[src/rtl/mio_pkg.sv]
// rtl/mio_pkg.sv - shared port codes and state encoding for the mio peripheral
package mio_pkg;

  localparam logic MIO_PORT_GPIO = 1'b0;
  localparam logic MIO_PORT_UART = 1'b1;

  typedef enum logic [2:0] {
    IDLE,
    GPIO_DONE,
    START,
    DATA,
    STOP,
    UART_DONE
  } mio_state_e;

endpackage

[src/rtl/mio_uart_tx.sv]
// rtl/mio_uart_tx.sv - 8N1 LSB-first serialiser with a one-cycle fin pulse after the stop bit
module mio_uart_tx
  import mio_pkg::*;
#(
  parameter int CLKS_PER_BIT = 434
) (
  input  logic       clk,
  input  logic       rst_n,
  input  logic       start,
  input  logic [7:0] tx_byte,
  output logic       txd,
  output logic       fin
);

  localparam int CW = $clog2(CLKS_PER_BIT);
  localparam logic [CW-1:0] CNT_LAST = CW'(CLKS_PER_BIT - 1);

  mio_state_e    state_q, state_d;
  logic [CW-1:0] cnt_q, cnt_d;
  logic [2:0]    idx_q, idx_d;
  logic [7:0]    data_q, data_d;
  logic          txd_q, txd_d;
  logic          fin_q, fin_d;
  logic          bit_end;

  assign bit_end = (cnt_q == CNT_LAST);

  always_comb begin
    state_d = state_q;
    cnt_d   = cnt_q;
    idx_d   = idx_q;
    data_d  = data_q;
    txd_d   = txd_q;
    fin_d   = 1'b0;
    case (state_q)
      // UART_DONE behaves like IDLE so a request in the done cycle starts a new frame
      IDLE, UART_DONE: begin
        state_d = IDLE;
        txd_d   = 1'b1;
        cnt_d   = '0;
        idx_d   = '0;
        if (start) begin
          state_d = START;
          data_d  = tx_byte;
          txd_d   = 1'b0;
        end
      end
      START: begin
        cnt_d = bit_end ? '0 : cnt_q + CW'(1);
        if (bit_end) begin
          state_d = DATA;
          txd_d   = data_q[0];
        end
      end
      DATA: begin
        cnt_d = bit_end ? '0 : cnt_q + CW'(1);
        if (bit_end) begin
          idx_d = idx_q + 3'd1;
          if (idx_q == 3'd7) begin
            state_d = STOP;
            txd_d   = 1'b1;
          end else begin
            data_d = {1'b0, data_q[7:1]};
            txd_d  = data_q[1];
          end
        end
      end
      STOP: begin
        cnt_d = bit_end ? '0 : cnt_q + CW'(1);
        if (bit_end) begin
          state_d = UART_DONE;
          fin_d   = 1'b1;
        end
      end
      default: begin
        state_d = IDLE;
        txd_d   = 1'b1;
      end
    endcase
  end

  always_ff @(posedge clk or negedge rst_n) begin
    if (!rst_n) begin
      state_q <= IDLE;
      cnt_q   <= '0;
      idx_q   <= '0;
      data_q  <= '0;
      txd_q   <= 1'b1;
      fin_q   <= 1'b0;
    end else begin
      state_q <= state_d;
      cnt_q   <= cnt_d;
      idx_q   <= idx_d;
      data_q  <= data_d;
      txd_q   <= txd_d;
      fin_q   <= fin_d;
    end
  end

  assign txd = txd_q;
  assign fin = fin_q;

endmodule

[src/rtl/mio_periph.sv]
// rtl/mio_periph.sv - iob write-request decode, GPIO register, UART launch and done generation
module mio_periph
  import mio_pkg::*;
#(
  parameter int CLKS_PER_BIT = 434,
  parameter int GPIO_W       = 4
) (
  input  logic              clk,
  input  logic              rst_n,
  input  logic              iob__mio_val,
  input  logic              iob__mio_port,
  input  logic [31:0]       iob__mio_wdata,
  output logic              mio__iob_done,
  output logic [GPIO_W-1:0] gpio_out,
  output logic              uart_txd
);

  mio_state_e        state_q, state_d;
  logic [GPIO_W-1:0] gpio_q, gpio_d;
  logic              done_q, done_d;
  logic              ready, accept, uart_start, uart_fin;
  logic              unused_wdata;

  assign unused_wdata = ^iob__mio_wdata[31:8];

  // START here means "frame in flight"; the fin cycle is the done cycle and is already idle
  assign ready      = (state_q != START) || uart_fin;
  assign accept     = iob__mio_val && ready;
  assign uart_start = accept && (iob__mio_port == MIO_PORT_UART);

  always_comb begin
    state_d = state_q;
    gpio_d  = gpio_q;
    done_d  = 1'b0;
    if (accept) begin
      if (iob__mio_port == MIO_PORT_UART) begin
        state_d = START;
      end else begin
        state_d = GPIO_DONE;
        gpio_d  = iob__mio_wdata[GPIO_W-1:0];
        done_d  = 1'b1;
      end
    end else if ((state_q == GPIO_DONE) || uart_fin) begin
      state_d = IDLE;
    end
  end

  always_ff @(posedge clk or negedge rst_n) begin
    if (!rst_n) begin
      state_q <= IDLE;
      gpio_q  <= '0;
      done_q  <= 1'b0;
    end else begin
      state_q <= state_d;
      gpio_q  <= gpio_d;
      done_q  <= done_d;
    end
  end

  mio_uart_tx #(
    .CLKS_PER_BIT(CLKS_PER_BIT)
  ) u_uart_tx (
    .clk    (clk),
    .rst_n  (rst_n),
    .start  (uart_start),
    .tx_byte(iob__mio_wdata[7:0]),
    .txd    (uart_txd),
    .fin    (uart_fin)
  );

  assign gpio_out      = gpio_q;
  assign mio__iob_done = done_q | uart_fin;

endmodule

[config.mk]
export PLATFORM = sky130hd
export DESIGN_NAME = mio_periph
export DESIGN_NICKNAME = d
export VERILOG_FILES = /design/src/rtl/mio_pkg.sv /design/src/rtl/mio_uart_tx.sv /design/src/rtl/mio_periph.sv
export SDC_FILE = /design/constraint.sdc
export NUM_CORES = 1
export LEC_CHECK = 0
export ABC_AREA = 1
export CELL_PAD_IN_SITES_DETAIL_PLACEMENT = 0
export CELL_PAD_IN_SITES_GLOBAL_PLACEMENT = 1
export CORE_ASPECT_RATIO = 1.25
export CORE_MARGIN = 2
export CORE_UTILIZATION = 38
export CTS_CLUSTER_DIAMETER = 120
export DETAILED_ROUTE_END_ITERATION = 8
export HOLD_SLACK_MARGIN = 0.12
export PLACE_DENSITY = 0.9
export SYNTH_ARGS = -nofsm -noshare
export SYNTH_HDL_FRONTEND = slang
export SYNTH_SLANG_ARGS = --single-unit
[constraint.sdc]
create_clock -name clk -period 3.7 [get_ports clk]
set_input_delay 0.37 -clock clk [delete_from_list [all_inputs] [get_ports clk]]
set_output_delay 0.37 -clock clk [all_outputs]
set_load 0.005 [all_outputs]
## Word-level counts from Yosys, hierarchy flattened

Cells that the tools add are included.

| word-level totals | value |
|---|---|
| bits in latches | 0 |
| memories | 0 |
| output and inout port bits | 6 |
| bits of input ports | 36 |
| flip-flop bits (word level) | 33 |
| ROM bits | 0 |
| word-level logic and storage cells | 69 |
| RAM bits | 0 |

| operators by class | value |
|---|---|
| eq/ne operators | 14 |
| multiplexer cells | 26 |
| multiply operators | 0 |
| shift operators | 0 |
| $add $sub $neg | 2 |
| bitwise logic cells | 3 |
| reductions and logical operators | 15 |
| $lt $le $gt $ge | 0 |
| divide/modulo/power cells | 0 |

Operators by type and width:

| cell | count |
|---|---|
| 8-bit two-way mux | 3 |
| 3-bit two-way mux | 7 |
| 9-bit case mux with 2 select lines | 1 |
| 8-bit case mux with 2 select lines | 1 |
| 3-bit case mux with 4 select lines | 1 |
| 2-bit by 1-bit inequality test with 1-bit output (second input constant) | 5 |
| 9-bit by 1-bit adder with 9-bit output (second input constant) | 1 |
| 3-bit equality test (second input constant) | 3 |
| 9-bit equality test (second input constant) | 1 |
| 9-bit two-way mux | 1 |
| 1-bit two-way mux | 8 |
| 4-bit AND reduction | 2 |
| 3-bit by 2-bit equality test with 1-bit output (second input constant) | 2 |
| 3-bit case mux with 2 select lines | 1 |
| 2-bit nonzero test | 3 |
| 2-bit two-way mux | 2 |
| 1-bit case mux with 4 select lines | 1 |
| 2-bit AND reduction | 2 |
| 3-bit by 1-bit adder with 3-bit output (second input constant) | 1 |
| 3-bit by 1-bit equality test with 1-bit output (second input constant) | 1 |
| 3-bit logical NOT | 1 |
| 3-bit by 2-bit inequality test with 1-bit output (second input constant) | 1 |
| 3-bit AND reduction | 1 |
| 3-bit OR reduction | 1 |
| 6 further kinds | 9 |

## Longest topological paths before layout

Gate-level depths: netlist (run 1).

| logic depth | value |
|---|---|
| depth in word-level cells | 6 |
| mapped depth | 10 |

## Modules after synthesis

A second synthesis (run 1) with hierarchy kept.

| second synthesis, totals | value |
|---|---|
| cell total of the unflattened synthesis | 226 |
| area, all modules | 1739.2 um2 |

By module, submodules not included:

| module | cells each | sequential area each (um2) | instances | area an instance (um2) |
|---|---|---|---|---|
| mio_uart_tx | 191 | 626.9 | 1 | 1416.4 |
| mio_periph | 35 | 175.2 | 1 | 322.8 |

## Worst setup path after synthesis (run 1)

No wires, ideal clock.

| timing path | value |
|---|---|
| kind | register -> register |
| start point | register u_uart_tx.cnt_q[1] |
| end point | register u_uart_tx.data_q[0] |
| path slack | 2.344 ns |
| data arrival time | 1.238 ns |
| stages on the path, launching flop included | 10 |
| clock period less this slack | 1.356 ns |
| path through | dfrtp_1 -> inv_1 -> ha_1 -> nand2_1 -> nor2_2 -> nand3_4 -> nand2_4 -> nand3_4 -> nand2_1 -> nand2_1 |

| between the ends | value |
|---|---|
| longest elaborated chain between the ends | 3 |

Ends and longest elaborated chain:

| what | line | source |
|---|---|---|
| start, declared | mio_uart_tx.sv:19 | `logic [CW-1:0] cnt_q, cnt_d;` |
| start signal, assigned | mio_uart_tx.sv:92 | `cnt_q <= cnt_d;` |
| 9-bit equality test | mio_uart_tx.sv:26 | `assign bit_end = (cnt_q == CNT_LAST);` |
| 2-bit by 1-bit inequality test with 1-bit output (no source line) | - |  |
| 4-bit AND reduction (no source line) | - |  |
| end signal, assigned | mio_uart_tx.sv:94 | `data_q <= data_d;` |
| end, declared | mio_uart_tx.sv:21 | `logic [7:0] data_q, data_d;` |

Every way passes these cells.
A chain may end at the register's enable or synchronous reset.

## Worst setup path in the final report (run 1)

| timing path | value |
|---|---|
| start point | register u_uart_tx.fin_q, in the netlist u_uart_tx.fin |
| end point | output mio__iob_done |

| between the ends | value |
|---|---|
| longest elaborated chain between the ends | 1 |

Ends and longest elaborated chain:

| what | line | source |
|---|---|---|
| start, declared | mio_uart_tx.sv:23 | `logic fin_q, fin_d;` |
| start signal, assigned | mio_uart_tx.sv:96 | `fin_q <= fin_d;` |
| 1-bit bitwise OR | mio_periph.sv:72 | `assign mio__iob_done = done_q \| uart_fin;` |
| end, declared | mio_periph.sv:13 | `output logic mio__iob_done,` |

Every way passes these cells.

==> run_summary.xml, run 1 <==
<?xml version="1.0" encoding="UTF-8"?>
<metrics>
  <group name="run_status">
    <metric name="run_status" unit="">finished, final reports clean</metric>
  </group>
  <group name="synth">
    <metric name="syn-instance-count" unit="">213</metric>
    <metric name="cell_types_occupying_the_most_area_after_synthesis" unit="">sky130_fd_sc_hd__dfrtp_1 (45%), sky130_fd_sc_hd__nand2_1 (16%), sky130_fd_sc_hd__nand3_1 (4.7%)</metric>
    <metric name="syn-num-nets" unit="">253</metric>
    <metric name="sequential_element_share_of_the_synthesized_area" unit="%">46.8</metric>
    <metric name="post_synth_most_frequent_cells" unit="">sky130_fd_sc_hd__nand2_1 (74), sky130_fd_sc_hd__dfrtp_1 (31), sky130_fd_sc_hd__inv_1 (18)</metric>
    <metric name="library_cell_occupying_the_most_area_in_the_post_synthesis_netlist" unit="">sky130_fd_sc_hd__dfrtp_1</metric>
    <metric name="netlist-cell-type-count" unit="">25</metric>
    <metric name="yosys.area.top_type_share" unit="%">45.3</metric>
    <metric name="ys.warnings.count" unit="">0</metric>
    <metric name="synth-seq-cells" unit="">32</metric>
    <metric name="mean_cell_area_of_the_mapped_netlist" unit="µm²">8.04</metric>
    <metric name="number_of_enable_flip_flop_cells_after_synthesis" unit="">0</metric>
    <metric name="synth.most_common_cell" unit="">sky130_fd_sc_hd__nand2_1</metric>
    <metric name="postSynth.topFlopCell" unit="">sky130_fd_sc_hd__dfrtp_1</metric>
    <metric name="syn-cell-area" unit="µm²">1710</metric>
    <metric name="ys_async_sr_fraction" unit="%">100</metric>
  </group>
  <group name="routing">
    <metric name="drt_pass1_iterations" unit="">4</metric>
    <metric name="ant_nets" unit="">0</metric>
    <metric name="initialDrtViolationCount" unit="">113</metric>
    <metric name="drc" unit="">0</metric>
    <metric name="wl" unit="µm">3320</metric>
    <metric name="route.detailed.wl_per_inst" unit="µm">11.3</metric>
    <metric name="dr_total_vias" unit="">1405</metric>
    <metric name="via_per_instance_ratio" unit="">4.76</metric>
  </group>
  <group name="floorplanning">
    <metric name="fp.coreArea" unit="µm²">4360</metric>
    <metric name="rows" unit="">27</metric>
    <metric name="floorplan.die_area" unit="µm²">5060</metric>
    <metric name="pin_count" unit="">42</metric>
    <metric name="chipHeight" unit="µm">79.1</metric>
    <metric name="initial_core_util" unit="%">39.3</metric>
    <metric name="chipWidth" unit="µm">64.1</metric>
  </group>
  <group name="clock_network">
    <metric name="tritoncts_clock_tree" unit="">done</metric>
    <metric name="htreeDepth" unit="">2</metric>
    <metric name="cts.reportedPaths.clkPinSlew" unit="ps">70</metric>
    <metric name="cts-buffers-inserted" unit="">5</metric>
    <metric name="skew_pair_late_insertion_delay" unit="ps">290</metric>
    <metric name="postCtsResizedCells" unit="">0</metric>
    <metric name="cts-root-to-sink-buffers" unit="">2</metric>
    <metric name="cts_hold_buffers" unit="">0</metric>
    <metric name="clock_sink_count" unit="">32</metric>
    <metric name="postCtsSetupBuffers" unit="">0</metric>
    <metric name="cts.root.buffer_cell" unit="">sky130_fd_sc_hd__clkbuf_8</metric>
  </group>
  <group name="layout">
    <metric name="nNetsFinal" unit="">276</metric>
    <metric name="final_design_instance_area_without_fill" unit="µm²">2060</metric>
    <metric name="antennaDiodeCount" unit="">0</metric>
    <metric name="area_growth" unit="%">20.4</metric>
    <metric name="fillCellCount" unit="">432</metric>
    <metric name="layout-drive-gt1-share" unit="%">13.1</metric>
  </group>
  <group name="pwr">
    <metric name="power.leakage" unit="nW">1.02</metric>
    <metric name="vdd.ir_drop.worst" unit="mV">0.170</metric>
    <metric name="power-per-cell-area" unit="nW/µm²">386</metric>
    <metric name="final_total_power" unit="mW">0.797</metric>
  </group>
  <group name="setup_path">
    <metric name="timing.critical_path.arrival" unit="ps">1380</metric>
    <metric name="timing_worst_setup_path_type" unit="">register to primary output</metric>
    <metric name="cp-end-kind" unit="">primary output</metric>
    <metric name="critical_path_source_type" unit="">register</metric>
    <metric name="worstPathMaxFanout" unit="">2</metric>
    <metric name="cp_data_required_time" unit="ps">3330</metric>
  </group>
  <group name="timing">
    <metric name="final_period_minus_worst_setup_slack" unit="ps">1750</metric>
    <metric name="worst_pin_slew" unit="ps">403</metric>
    <metric name="setup_viol" unit="">0</metric>
    <metric name="slew_headroom" unit="%">73.1</metric>
    <metric name="layout_worst_path_cycle_share" unit="%">47.4</metric>
    <metric name="timing.fmax" unit="MHz">570</metric>
    <metric name="final_critical_path_setup_slack" unit="ps">1950</metric>
    <metric name="hold_viol" unit="">0</metric>
    <metric name="timing.clock.skew" unit="ps">10.4</metric>
    <metric name="unrepaired_setup_endpoints_after_global_routing" unit="">no</metric>
    <metric name="hold-worst-slack" unit="ps">467</metric>
    <metric name="timing.final.max_slew_violations" unit="">0</metric>
    <metric name="fin_tns_setup" unit="ps">0</metric>
  </group>
  <group name="global_route">
    <metric name="grt_overflow" unit="">0</metric>
    <metric name="largest_net_degree_at_the_start_of_global_routing" unit="">33</metric>
    <metric name="global_route.usage.met2" unit="%">24.5</metric>
    <metric name="grt.met1_usage" unit="%">19.4</metric>
    <metric name="vias_in_the_first_global_route" unit="">1384</metric>
    <metric name="initial_antenna_violation_count" unit="">0</metric>
    <metric name="groute.usage.overall" unit="%">15.3</metric>
    <metric name="met3_grt_util" unit="%">3.82</metric>
    <metric name="busiest_grt_layer" unit="">met2</metric>
    <metric name="grt_first_pass_wirelength" unit="µm">6040</metric>
  </group>
  <group name="hold_path">
    <metric name="worst_hold_path_type" unit="">input pin to async pin</metric>
  </group>
  <group name="job">
    <metric name="max_capacitance_violation_count" unit="">0</metric>
  </group>
  <group name="placement">
    <metric name="hpwl_after_dpl" unit="µm">2370</metric>
    <metric name="placement_setup_slack" unit="ps">2080</metric>
    <metric name="gp_routability_congestion" unit="">0.777</metric>
    <metric name="postPlaceCellArea" unit="µm²">1950</metric>
    <metric name="io_buf_count" unit="">17</metric>
  </group>
</metrics>
-- cells by family (layout without fill, tap and decap cells) --
| group | count (synthesis) | in the layout | synth area share (%) |
|---|---|---|---|
| fa+ha+maj | 4 | 4 | 2.92 |
| buf+inv | 26 | 50 | 5.99 |
| xor+xnor | 3 | 3 | 1.53 |
| flops | 32 | 32 | 46.8 |
| simple gates | 124 | 124 | 35.3 |
| compound gates | 24 | 24 | 7.45 |
-- cells in the final DEF (no fill, tap or decap), drive strengths merged --
master         synthesis  routed
nand2                 81      81
dfrtp                 31      31
inv                   23      23
nand3                 19      19
o21ai                 18      18
clkdlybuf4s50          0      17
nor2                  13      13
nand4                  9       9
clkbuf                 0       5
ha                     4       4
a21oi                  3       3
o22ai                  3       3
or2                    2       2
xor2                   2       2
clkinv                 1       2
xnor2                  1       1
clkinvlp               0       1
bufinv                 0       1
buf                    2       1
dfstp                  1       1
-- layer usage --
layer	vias up	part of all wire, %
li1	736	-
met1	645	48
met2	20	48
met3	4	2.8
met4	0	1.7
met5	-	0
-- through the flow --
stage | instances | util (%)
floorplan | 213 | -
global placement | 287 | 44.8
detailed placement | 287 | 44.8
CTS | 295 | 47.3
global route | 295 | 47.3
finish | 295 | 47.3
-- layout make-up --
cell class,count,area (µm²),share of cell area [%]
multi-input combinational,155,808,39.2
clock buffer,5,68.8,3.34
tap,58,72.6,3.52
sequential,32,802,38.9
inverter,24,90.1,4.37
timing repair buffer,18,178,8.62
clock inverter,3,42.5,2.06
-- worst max-delay path: stages (launching register included) --
cell                              delay, ps
sky130_fd_sc_hd__dfrtp_1                370
sky130_fd_sc_hd__or2_2                  290
sky130_fd_sc_hd__clkdlybuf4s50_1        440
-- report_power, final --
part           switching, mW  internal [mW]
Clock                  0.135          0.199
Sequential           0.00947          0.370
Combinational         0.0353         0.0482
-- state kept, by name, indices dropped and copies added (netlist names) --
signal and cells:
u_uart_tx.cnt_q 9, u_uart_tx.data_q 8, gpio_out 4, u_uart_tx.idx_q 3, u_uart_tx.state_q 3, state_q 2
done_q 1, u_uart_tx.fin 1, u_uart_tx.txd 1
-- path summary, 6_finish.rpt --
check	slack, ps	endpoint	from	cells past startpoint
worst min register to register	470	u_uart_tx.data_q[5]	u_uart_tx.data_q[5]	2
worst max-delay path	1950	mio__iob_done	u_uart_tx.fin	2
worst min-delay path	470	u_uart_tx.cnt_q[2]	rst_n	2
worst max register to register	2140	u_uart_tx.data_q[3]	u_uart_tx.state_q[1]	6
max in group asynchronous	2900	u_uart_tx.txd	rst_n	2
min in group clk	470	u_uart_tx.data_q[5]	u_uart_tx.data_q[5]	2
(Power assumes the default switching activity.)
==> run 2, diff against run 1 <==
- CORE_UTILIZATION: 38 -> 35
- PLACE_DENSITY: 0.9 -> 0.84
- clock period: 3.7 -> 1.77 ns (I/O delays scaled with it)
==> run 2 against run 1 <==
Compared with the run above:
- first-iteration DRC count shrank 34%
- global-route usage shrank 0.70 points
- highest routed layer unchanged
- via count shrank 0.78%
- design area grew 0.49%
- clock skew shrank 5.5 ps
- die area grew 8.1%
- core utilization shrank 3.5 points
- clock power grew 110%
- critical path depth is the same
- flip-flop and latch count is the same
- register-to-register slack lost 1900 ps
==> run_summary.xml, run 2 (synthesis results as in run 1) <==
<?xml version="1.0" encoding="UTF-8"?>
<metrics>
  <group name="clock_network">
    <metric name="postCtsResizedCells" unit="">0</metric>
    <metric name="cts.root.buffer_cell" unit="">sky130_fd_sc_hd__clkbuf_8</metric>
    <metric name="cts-root-to-sink-buffers" unit="">2</metric>
    <metric name="cts.reportedPaths.clkPinSlew" unit="ps">70</metric>
    <metric name="cts_hold_buffers" unit="">0</metric>
    <metric name="cts-buffers-inserted" unit="">5</metric>
    <metric name="tritoncts_clock_tree" unit="">done</metric>
    <metric name="clock_sink_count" unit="">32</metric>
    <metric name="skew_pair_late_insertion_delay" unit="ps">280</metric>
    <metric name="htreeDepth" unit="">2</metric>
    <metric name="postCtsSetupBuffers" unit="">0</metric>
  </group>
  <group name="timing">
    <metric name="worst_pin_slew" unit="ps">410</metric>
    <metric name="fin_tns_setup" unit="ps">0</metric>
    <metric name="final_period_minus_worst_setup_slack" unit="ps">1550</metric>
    <metric name="timing.clock.skew" unit="ps">4.89</metric>
    <metric name="slew_headroom" unit="%">72.7</metric>
    <metric name="setup_viol" unit="">0</metric>
    <metric name="layout_worst_path_cycle_share" unit="%">87.7</metric>
    <metric name="timing.fmax" unit="MHz">644</metric>
    <metric name="hold_viol" unit="">0</metric>
    <metric name="timing.final.max_slew_violations" unit="">0</metric>
    <metric name="unrepaired_setup_endpoints_after_global_routing" unit="">no</metric>
  </group>
  <group name="layout">
    <metric name="final_design_instance_area_without_fill" unit="µm²">2070</metric>
    <metric name="top_library_cells_by_usage_in_the_layout_fill_and_taps_aside" unit="">sky130_fd_sc_hd__nand2_1 (74), sky130_fd_sc_hd__dfrtp_1 (31), sky130_fd_sc_hd__inv_1 (18), sky130_fd_sc_hd__clkdlybuf4s50_1 (17)</metric>
    <metric name="layout.cells.most_common" unit="">sky130_fd_sc_hd__nand2_1</metric>
    <metric name="largest_register_ffs" unit="">9</metric>
    <metric name="max_flop_register" unit="">u_uart_tx.cnt_q</metric>
    <metric name="fillCellCount" unit="">506</metric>
    <metric name="layout-drive-gt1-share" unit="%">13.4</metric>
    <metric name="final_core_util" unit="%">43.8</metric>
    <metric name="antennaDiodeCount" unit="">0</metric>
    <metric name="nNetsFinal" unit="">277</metric>
    <metric name="area_growth" unit="%">21.0</metric>
  </group>
  <group name="global_route">
    <metric name="groute.usage.overall" unit="%">14.6</metric>
    <metric name="initial_antenna_violation_count" unit="">0</metric>
    <metric name="grt_overflow" unit="">0</metric>
    <metric name="vias_in_the_first_global_route" unit="">1339</metric>
    <metric name="largest_net_degree_at_the_start_of_global_routing" unit="">33</metric>
    <metric name="grt_first_pass_wirelength" unit="µm">6030</metric>
  </group>
  <group name="routing">
    <metric name="drt_pass1_iterations" unit="">5</metric>
    <metric name="dr_total_vias" unit="">1394</metric>
    <metric name="route.detailed.wl_per_inst" unit="µm">11.3</metric>
    <metric name="ant_nets" unit="">0</metric>
    <metric name="drc" unit="">0</metric>
    <metric name="wl" unit="µm">3370</metric>
    <metric name="via_per_instance_ratio" unit="">4.68</metric>
    <metric name="initialDrtViolationCount" unit="">75</metric>
  </group>
  <group name="placement">
    <metric name="hpwl_after_dpl" unit="µm">2460</metric>
    <metric name="postPlaceCellArea" unit="µm²">1960</metric>
    <metric name="io_buf_count" unit="">17</metric>
    <metric name="gp_routability_congestion" unit="">0.781</metric>
  </group>
  <group name="floorplanning">
    <metric name="floorplan.die_area" unit="µm²">5470</metric>
    <metric name="chipHeight" unit="µm">82.2</metric>
    <metric name="rows" unit="">28</metric>
    <metric name="chipWidth" unit="µm">66.6</metric>
    <metric name="pin_count" unit="">42</metric>
    <metric name="initial_core_util" unit="%">36.2</metric>
    <metric name="fp.coreArea" unit="µm²">4730</metric>
  </group>
  <group name="setup_path">
    <metric name="critPathMaxStageDelay" unit="ps">440</metric>
    <metric name="worstPathMaxFanout" unit="">2</metric>
    <metric name="cp_data_required_time" unit="ps">1590</metric>
    <metric name="cp-end-kind" unit="">primary output</metric>
    <metric name="timing_worst_setup_path_type" unit="">register to primary output</metric>
    <metric name="worstPathCellList" unit="">or2_2, clkdlybuf4s50_1</metric>
    <metric name="timing.critical_path.arrival" unit="ps">1380</metric>
    <metric name="critical_path_source_type" unit="">register</metric>
    <metric name="critical_path.slowest_cell" unit="">sky130_fd_sc_hd__clkdlybuf4s50_1</metric>
  </group>
  <group name="pwr">
    <metric name="power-per-cell-area" unit="nW/µm²">803</metric>
    <metric name="power.leakage" unit="nW">1.03</metric>
    <metric name="vdd.ir_drop.worst" unit="mV">0.409</metric>
  </group>
  <group name="job">
    <metric name="max_capacitance_violation_count" unit="">0</metric>
  </group>
  <group name="run_status">
    <metric name="run_status" unit="">finished, final reports clean</metric>
  </group>
  <group name="hold_path">
    <metric name="worst_hold_path_type" unit="">input pin to async pin</metric>
  </group>
</metrics>
run 2: changes by cell type in the layout (fill, tap and decap cells not counted), sizes merged:
cell | previous run | this run
buf | 1 | 2
run 2: final cells by class:
class	count	area, µm²	area share, %
clock buffers	5	68.8	3.32
repair buffers	19	185	8.94
multi-input cells	155	808	39.0
inverters	24	90.1	4.35
flip-flops and latches	32	802	38.7
clock inverters	3	42.5	2.05
well taps	60	75.1	3.62
run 2: path summary, 6_finish.rpt:
check | to | slack, ps | start | cells after the start
min in group clk | u_uart_tx.data_q[7] | 460 | iob__mio_wdata[7] | 3
setup reg to reg | u_uart_tx.data_q[1] | 220 | u_uart_tx.cnt_q[1] | 9
hold reg to reg | u_uart_tx.data_q[7] | 480 | u_uart_tx.data_q[7] | 2
max in group asynchronous | u_uart_tx.txd | 1150 | rst_n | 2
hold / removal | u_uart_tx.cnt_q[2] | 290 | rst_n | 2
setup / recovery | mio__iob_done | 220 | u_uart_tx.fin | 2
run 2: worst max-delay path, delay by kind of cell, from the launching register on:
| family | cells | cell delay, ps |
|---|---|---|
| buffers and inverters | 1 | 440 |
| DFF | 1 | 370 |
| and+or+nand+nor | 1 | 290 |
run 2: stage by stage:
stage	power [mW]	std cells	setup slack, ps	hold slack [ps]
2_1_floorplan	0.867	213	414	-119
3_3_place_gp	0.981	290	236	455
3_5_place_dp	0.983	290	213	465
4_1_cts	1.68	298	201	301
5_1_grt	1.74	298	69.0	352
6_report	1.66	298	218	287
run 2: metal layers:
layer / share of wire [%] / routed length (µm) / up-vias / global-route usage [%]
met5: 0 / 0 / - / 0
met1: 49 / 1640 / 636 / 19.7
met2: 46 / 1560 / 19 / 21.8
li1: - / - / 733 / -
met4: 2.5 / 86 / 0 / 8.57
met3: 2.5 / 85 / 6 / 2.85
run 2: power by group:
| group | switching [mW] | leakage [nW] | internal, mW | total [mW] |
|---|---|---|---|---|
| clock network | 0.282 | 0.0541 | 0.416 | 0.698 |
| registers | 0.0202 | 0.414 | 0.774 | 0.794 |
| logic | 0.0708 | 0.560 | 0.101 | 0.171 |
